$ cat config.mk
export PLATFORM = sky130hd
export DESIGN_NAME = axis_result_packer_flat
export DESIGN_NICKNAME = d
export VERILOG_FILES = /design/src/rtl/axis_result_packer_if.sv /design/src/rtl/axis_result_packer.sv /design/src/flat_wrapper.sv
export SDC_FILE = /design/constraint.sdc
export NUM_CORES = 1
export LEC_CHECK = 0
export ABC_AREA = 1
export BUFFER_PORTS_ARGS = -buffer_cell sky130_fd_sc_hd__buf_2
export CAP_MARGIN = 20
export CORE_MARGIN = 10
export CORE_UTILIZATION = 59
export CTS_CLUSTER_SIZE = 10
export DETAILED_ROUTE_END_ITERATION = 16
export PLACE_DENSITY = 0.8
export SLEW_MARGIN = 20
export SYNTH_ARGS = -nofsm -noshare
export SYNTH_HDL_FRONTEND = slang
export SYNTH_SLANG_ARGS = --single-unit
$ cat constraint.sdc
create_clock -name ACLK -period 4 [get_ports ACLK]
set_input_delay 0.6 -clock ACLK [delete_from_list [all_inputs] [get_ports ACLK]]
set_output_delay 0.6 -clock ACLK [all_outputs]
set_load 0.1 [all_outputs]
$ cat src/rtl/axis_result_packer_if.sv
// axis_result_packer_if: AXI-Stream bundle used on both sides of the packer
interface axis_result_packer_if #(
  parameter int DATA_WIDTH = 32,
  parameter int KEEP_WIDTH = DATA_WIDTH / 8
);
  logic [DATA_WIDTH-1:0] TDATA;
  logic [KEEP_WIDTH-1:0] TKEEP;
  logic                  TLAST;
  logic                  TVALID;
  logic                  TREADY;
  modport master (output TDATA, TKEEP, TLAST, TVALID, input TREADY);
  modport slave  (input TDATA, TKEEP, TLAST, TVALID, output TREADY);
endinterface

$ cat src/rtl/axis_result_packer.sv
// axis_result_packer: packs byte-per-beat results into 32-bit words behind a small FIFO
module axis_result_packer #(
  parameter int DATA_WIDTH     = 32,
  parameter int PAYLOAD_WIDTH  = 8,
  parameter int BYTES_PER_WORD = 4,
  parameter int FIFO_DEPTH     = 4,
  parameter int CNT_WIDTH      = 16
) (
  input  logic                 ACLK,
  input  logic                 ARESETN,
  axis_result_packer_if.slave  S_AXIS,
  axis_result_packer_if.master M_AXIS,
  output logic [CNT_WIDTH-1:0] pkt_count
);
  localparam int LW = $clog2(BYTES_PER_WORD);
  localparam int AW = $clog2(FIFO_DEPTH);
  localparam int EW = DATA_WIDTH + BYTES_PER_WORD + 1;
  logic                      ready_q;
  logic [LW-1:0]             lane;
  logic [DATA_WIDTH-1:0]     acc, acc_nxt;
  logic [BYTES_PER_WORD-1:0] keep, keep_nxt;
  logic [EW-1:0]             mem [FIFO_DEPTH];
  logic [EW-1:0]             head;
  logic [AW-1:0]             wr_ptr, rd_ptr;
  logic [AW:0]               fifo_count;
  logic                      s_fire, m_fire, done;
  logic                      unused;
  // Handshakes come from registers only; outputs are forced to 0 whenever the FIFO is empty
  always_comb begin
    S_AXIS.TREADY = ready_q & (fifo_count < (AW+1)'(FIFO_DEPTH));
    M_AXIS.TVALID = fifo_count != '0;
    s_fire = S_AXIS.TVALID & S_AXIS.TREADY;
    m_fire = M_AXIS.TVALID & M_AXIS.TREADY;
    done = s_fire & ((lane == LW'(BYTES_PER_WORD - 1)) | S_AXIS.TLAST);
    acc_nxt = acc | (DATA_WIDTH'(S_AXIS.TDATA[PAYLOAD_WIDTH-1:0]) << (lane * PAYLOAD_WIDTH));
    keep_nxt = keep | (BYTES_PER_WORD'(1) << lane);
    head = M_AXIS.TVALID ? mem[rd_ptr] : '0;
    {M_AXIS.TDATA, M_AXIS.TKEEP, M_AXIS.TLAST} = head;
    unused = ^{S_AXIS.TDATA[DATA_WIDTH-1:PAYLOAD_WIDTH], S_AXIS.TKEEP};
  end
  // Accumulate payloads into lanes; a completed word restarts at lane 0 with empty lanes
  always_ff @(posedge ACLK or negedge ARESETN) begin
    if (!ARESETN) begin
      ready_q <= 1'b0;
      lane    <= '0;
      acc     <= '0;
      keep    <= '0;
    end else begin
      ready_q <= 1'b1;
      if (s_fire) begin
        lane <= done ? '0 : lane + 1'b1;
        acc  <= done ? '0 : acc_nxt;
        keep <= done ? '0 : keep_nxt;
      end
    end
  end
  // FIFO pointers wrap naturally since the depth is a power of two
  always_ff @(posedge ACLK or negedge ARESETN) begin
    if (!ARESETN) begin
      wr_ptr     <= '0;
      rd_ptr     <= '0;
      fifo_count <= '0;
      pkt_count  <= '0;
    end else begin
      if (done) wr_ptr <= wr_ptr + 1'b1;
      if (m_fire) rd_ptr <= rd_ptr + 1'b1;
      fifo_count <= fifo_count + (AW+1)'(done) - (AW+1)'(m_fire);
      if (m_fire & M_AXIS.TLAST) pkt_count <= pkt_count + 1'b1;
    end
  end
  // Packed word storage; contents past the pointers are don't-care so no reset is needed
  always_ff @(posedge ACLK) begin
    if (done) mem[wr_ptr] <= {acc_nxt, keep_nxt, S_AXIS.TLAST};
  end
endmodule
$ cat src/flat_wrapper.sv
// flat-port wrapper written by rule: the top's interface ports become plain ports
module axis_result_packer_flat 
#(
  parameter int DATA_WIDTH     = 32,
  parameter int PAYLOAD_WIDTH  = 8,
  parameter int BYTES_PER_WORD = 4,
  parameter int FIFO_DEPTH     = 4,
  parameter int CNT_WIDTH      = 16
)
  (ACLK, ARESETN, pkt_count, S_AXIS_TDATA, S_AXIS_TKEEP, S_AXIS_TLAST, S_AXIS_TVALID, S_AXIS_TREADY, M_AXIS_TDATA, M_AXIS_TKEEP, M_AXIS_TLAST, M_AXIS_TVALID, M_AXIS_TREADY);
  axis_result_packer_if #(.DATA_WIDTH(DATA_WIDTH)) S_AXIS_i ();
  axis_result_packer_if #(.DATA_WIDTH(DATA_WIDTH)) M_AXIS_i ();
  input  logic ACLK;
  input  logic ARESETN;
  output logic [CNT_WIDTH-1:0] pkt_count;
  input wire logic [$bits(S_AXIS_i.TDATA)-1:0] S_AXIS_TDATA;
  input wire logic [$bits(S_AXIS_i.TKEEP)-1:0] S_AXIS_TKEEP;
  input wire logic [$bits(S_AXIS_i.TLAST)-1:0] S_AXIS_TLAST;
  input wire logic [$bits(S_AXIS_i.TVALID)-1:0] S_AXIS_TVALID;
  output wire logic [$bits(S_AXIS_i.TREADY)-1:0] S_AXIS_TREADY;
  output wire logic [$bits(M_AXIS_i.TDATA)-1:0] M_AXIS_TDATA;
  output wire logic [$bits(M_AXIS_i.TKEEP)-1:0] M_AXIS_TKEEP;
  output wire logic [$bits(M_AXIS_i.TLAST)-1:0] M_AXIS_TLAST;
  output wire logic [$bits(M_AXIS_i.TVALID)-1:0] M_AXIS_TVALID;
  input wire logic [$bits(M_AXIS_i.TREADY)-1:0] M_AXIS_TREADY;
  assign S_AXIS_i.TDATA = S_AXIS_TDATA;
  assign S_AXIS_i.TKEEP = S_AXIS_TKEEP;
  assign S_AXIS_i.TLAST = S_AXIS_TLAST;
  assign S_AXIS_i.TVALID = S_AXIS_TVALID;
  assign S_AXIS_TREADY = S_AXIS_i.TREADY;
  assign M_AXIS_TDATA = M_AXIS_i.TDATA;
  assign M_AXIS_TKEEP = M_AXIS_i.TKEEP;
  assign M_AXIS_TLAST = M_AXIS_i.TLAST;
  assign M_AXIS_TVALID = M_AXIS_i.TVALID;
  assign M_AXIS_i.TREADY = M_AXIS_TREADY;
  axis_result_packer #(.DATA_WIDTH(DATA_WIDTH), .PAYLOAD_WIDTH(PAYLOAD_WIDTH), .BYTES_PER_WORD(BYTES_PER_WORD), .FIFO_DEPTH(FIFO_DEPTH), .CNT_WIDTH(CNT_WIDTH)) u_core (.ACLK(ACLK), .ARESETN(ARESETN), .S_AXIS(S_AXIS_i), .M_AXIS(M_AXIS_i), .pkt_count(pkt_count));
endmodule
==> summary.md <==
| Metric | Value |
|---|---|
| Count of pins on the block boundary | `96` |
| Number of levels the H-tree was split into | `1` |
| Largest stage delay, worst path | `roughly 0.83 ns` |
| Residual overflow from global routing | `0` |
| Via count | `roughly 6,400` |
| Standard cell core area | `approximately 0.015 mm²` |
| Number of DRC violations after detailed-routing iteration 0 | `between 600 and 700` |
| Worst path slowest cell | `sky130_fd_sc_hd__dfrtp_1` |
| Area growth, synth to finish | `16.3%` |
| PnR worst setup slack | `about 0.44 ns` |
| Hold Buf Count CTS | `0` |
| Most utilized layer in the global route result | `met2` |
| Endpoint kind of the worst setup timing path | `primary output` |
| Syn nets | `~900` |
| Unrepaired setup endpoints after global routing | `no` |
| Global-route total usage across every layer | `~20%` |
| Post-CTS Setup Repair Bufs | `0` |
| Non-Filler Cell Area, Final | `around 0.010 mm²` |
| Average footprint of a synthesized cell | `10.6 µm²` |
| Final hold violation count | `0` |
| Clock insertion delay at the later pin of the skew report | `a little over 0.5 ns` |
| Async S/R FF share, synth | `29.5%` |
| First-pass iteration count of the detailed router | `6` |
| Routability congestion estimate from global placement | `0.832` |
| Number of resized instances in the post-cts repair step | `0` |
| Category of the most critical setup path | `reg2out` |
| Worst-path cell chain | `inv_1 -> buf_4 -> nor2_1 -> o21ai_0 -> a21oi_1 -> buf_2` |
| Global routing usage on met3 | `4.41%` |
| Die Width | `approximately 140 µm` |
| Total half-perimeter wirelength after legalization and detailed placement | `between 10,000 and 15,000 µm` |
| Path class of the lowest-slack min-delay path | `in2async` |
| Fillers | `a little under 1,000` |
| Post-synth EDFFs | `between 100 and 150` |
| Total length of routed wires | `roughly 20,000 µm` |
| Data arrival time of the worst path | `between 2 and 3 ns` |
| Area of placed instances | `just under 0.01 mm²` |
| Antenna violation net count after detailed routing | `0` |
| Pre-CTS setup slack | `~1.1 ns` |
| Cells taking the most area after synthesis | `sky130_fd_sc_hd__edfxtp_1 (50%), sky130_fd_sc_hd__dfrtp_1 (17%), sky130_fd_sc_hd__nor2_1 (7.2%)` |
| Die H | `approximately 140 µm` |
| Number of placement rows | `44` |
| Total of buffers placed on input and output ports | `67` |
| Most frequent cell after synthesis | `sky130_fd_sc_hd__nor2_1` |
| Crit-path leading delay family | `buffers and inverters` |
| Minimum clock period | `approximately 3.6 ns` |
| Relative slew slack | `42.2%` |
| CTS sink cnt | `210` |
| Clk_skew | `roughly 0.017 ns` |
| Effective utilization at floorplan | `about 61%` |
| Post-route insts no fill | `1,114` |
| Achievable clock frequency | `281 MHz` |
| Cells after Synth | `between 800 and 900` |
| Area of the mapped netlist | `between 0.008 and 0.009 mm²` |
| Critical path peak fanout | `32` |
| Number of global-route vias before repair | `roughly 6,200` |
| Most used flip-flop cell after synthesis | `sky130_fd_sc_hd__edfxtp_1` |
| First-pass GRT wire length | `32,000 µm` |
| Number of CTS-inserted buffers | `25` |
| Required time of the critical path | `between 3 and 4 ns` |
| Number of flip-flops and latches in the synthesized netlist | `210` |
| Net total in the final layout | `between 900 and 1,000` |
| Share of Yosys cell area claimed by the top area cell type | `between 40 and 50%` |
| Count of endpoints failing setup in the final report | `0` |
| # placed instances | `1,068` |
| Diodes inserted | `0` |
| Clock slew at the register clock pins of the worst setup and hold paths | `0.06 ns` |
| Slew of the pin with the lowest slew margin | `between 0.8 and 0.9 ns` |
| Crit path buf inv count | `3` |
| Met2 track demand over resource in global routing | `about a third` |
| Max-cap viol count | `0` |
| Initial antenna violation count | `0` |
| Max-slew violation count | `0` |
| Die area | `about 0.02 mm²` |
| Cell type with the highest aggregate area in the netlist | `sky130_fd_sc_hd__edfxtp_1` |
| Final period utilization | `between 80% and 90%` |
| Number of warnings issued by yosys | `0` |
| Clock tree root buffer cell | `sky130_fd_sc_hd__clkbuf_16` |
| TritonCTS clock tree | `yes` |
| Portion of the post-synthesis area used by sequential elements | `roughly 67%` |
| WL per Instance | `18.4 µm` |
| Via density | `5.71` |
| Distinct cell type count after synthesis | `27` |
| Share of cells above drive strength 1 | `~14%` |
| Maximum buffer depth of the clock tree | `3` |
| Critical Path Start Type | `flop` |
| Met1 GRT Util | `about 24%` |
| Synth cell count leaders | `sky130_fd_sc_hd__nor2_1 (173), sky130_fd_sc_hd__edfxtp_1 (148), sky130_fd_sc_hd__nand2_1 (120)` |
| Setup Total Neg Slack | `0 ns` |
| Largest net degree at the start of global routing | `around 50` |
| Run status | `completed` |
| DRC errors left | `0` |
## through the flow
step	hold WS, ns	util [%]
final	0.185	70.9
after global routing	0.234	70.9
after CTS	0.204	70.9
after detailed placement	0.481	66.0
after global placement	0.476	66.0
after floorplan	0.304	-
## layout by cell type (no fill, tap or decap), types with 3 or more instances in the layout
master | netlist | routed
sky130_fd_sc_hd__buf_12 | 0 | 20
sky130_fd_sc_hd__buf_2 | 16 | 50
sky130_fd_sc_hd__o21ai_1 | 17 | 17
sky130_fd_sc_hd__nand2_1 | 120 | 120
sky130_fd_sc_hd__dfrtp_1 | 62 | 61
sky130_fd_sc_hd__xor2_1 | 6 | 6
sky130_fd_sc_hd__xnor2_1 | 3 | 3
sky130_fd_sc_hd__inv_1 | 65 | 65
sky130_fd_sc_hd__inv_2 | 5 | 5
sky130_fd_sc_hd__buf_4 | 6 | 9
sky130_fd_sc_hd__o21ai_0 | 92 | 92
sky130_fd_sc_hd__edfxtp_1 | 148 | 148
sky130_fd_sc_hd__o211a_1 | 3 | 3
sky130_fd_sc_hd__or2_2 | 4 | 4
sky130_fd_sc_hd__ha_1 | 11 | 11
sky130_fd_sc_hd__clkbuf_16 | 0 | 25
sky130_fd_sc_hd__nor2_1 | 173 | 169
sky130_fd_sc_hd__nand3_1 | 16 | 16
sky130_fd_sc_hd__nor2_4 | 2 | 6
sky130_fd_sc_hd__clkbuf_1 | 11 | 19
sky130_fd_sc_hd__nand2_4 | 3 | 3
sky130_fd_sc_hd__a21oi_1 | 68 | 68
## state kept, by name, indices dropped and copies added, names as in the netlist
register           flops
u_core.lane            2
u_core.fifo_count      3
u_core.acc            32
u_core.rd_ptr          2
u_core.wr_ptr          2
u_core.ready_q         1
u_core.mem           148
u_core.keep            4
u_core.pkt_count      16
## routing by layer
layer	wire length, µm	share of wire, %
met4	497	2.4
met1	7900	38
met2	10400	51
met3	1760	8.6
met5	0	0
## path summary, 6_finish.rpt
| check | startpoint | depth (start not counted) | slack, ns | end |
|---|---|---|---|---|
| hold / removal | ARESETN | 1 | 0.19 | u_core.pkt_count[13]$_DFFE_PN0P_ |
| max in group asynchronous | ARESETN | 2 | 3.03 | u_core.keep[0]$_DFFE_PN0P_ |
| hold reg to reg | u_core.keep[3]$_DFFE_PN0P_ | 2 | 0.51 | u_core.keep[3]$_DFFE_PN0P_ |
| setup reg to reg | u_core.lane[1]$_DFFE_PN0P_ | 6 | 1.01 | u_core.mem[3][4]$_DFFE_PP_ |
| setup / recovery | u_core.rd_ptr[1]$_DFFE_PN0P_ | 6 | 0.44 | M_AXIS_TDATA[13] |
| min in group ACLK | S_AXIS_TLAST | 1 | 0.34 | u_core.mem[2][0]$_DFFE_PP_ |
## layout make-up
cell class,count,area [µm²],share of cell area (%)
Clock inverter,2,17.5,0.168
Clock buffer,44,697,6.69
Multi-Input combinational cell,525,2500,24.0
Tap cell,184,230,2.21
Timing Repair Buffer,79,718,6.89
Sequential cell,210,6000,57.5
Inverter,70,263,2.52
## cells by family (layout without fill, tap and decap cells)
kind of cell             Yosys count  in the layout  synth area share [%]
other                              1              1                0.0419
AO/OA/AOI/OAI                    180            180                  10.2
XOR/XNOR                           9              9                 0.880
AND/OR/NAND/NOR                  323            323                  14.7
buffers and inverters            110            195                  5.50
flip-flops                       210            210                  66.9
adder cells (fa/ha/maj)           12             12                  1.76
Power is left out: the tool's default activity adds up to more than one toggle a clock period on the data nets, which glitch-free logic cannot reach.
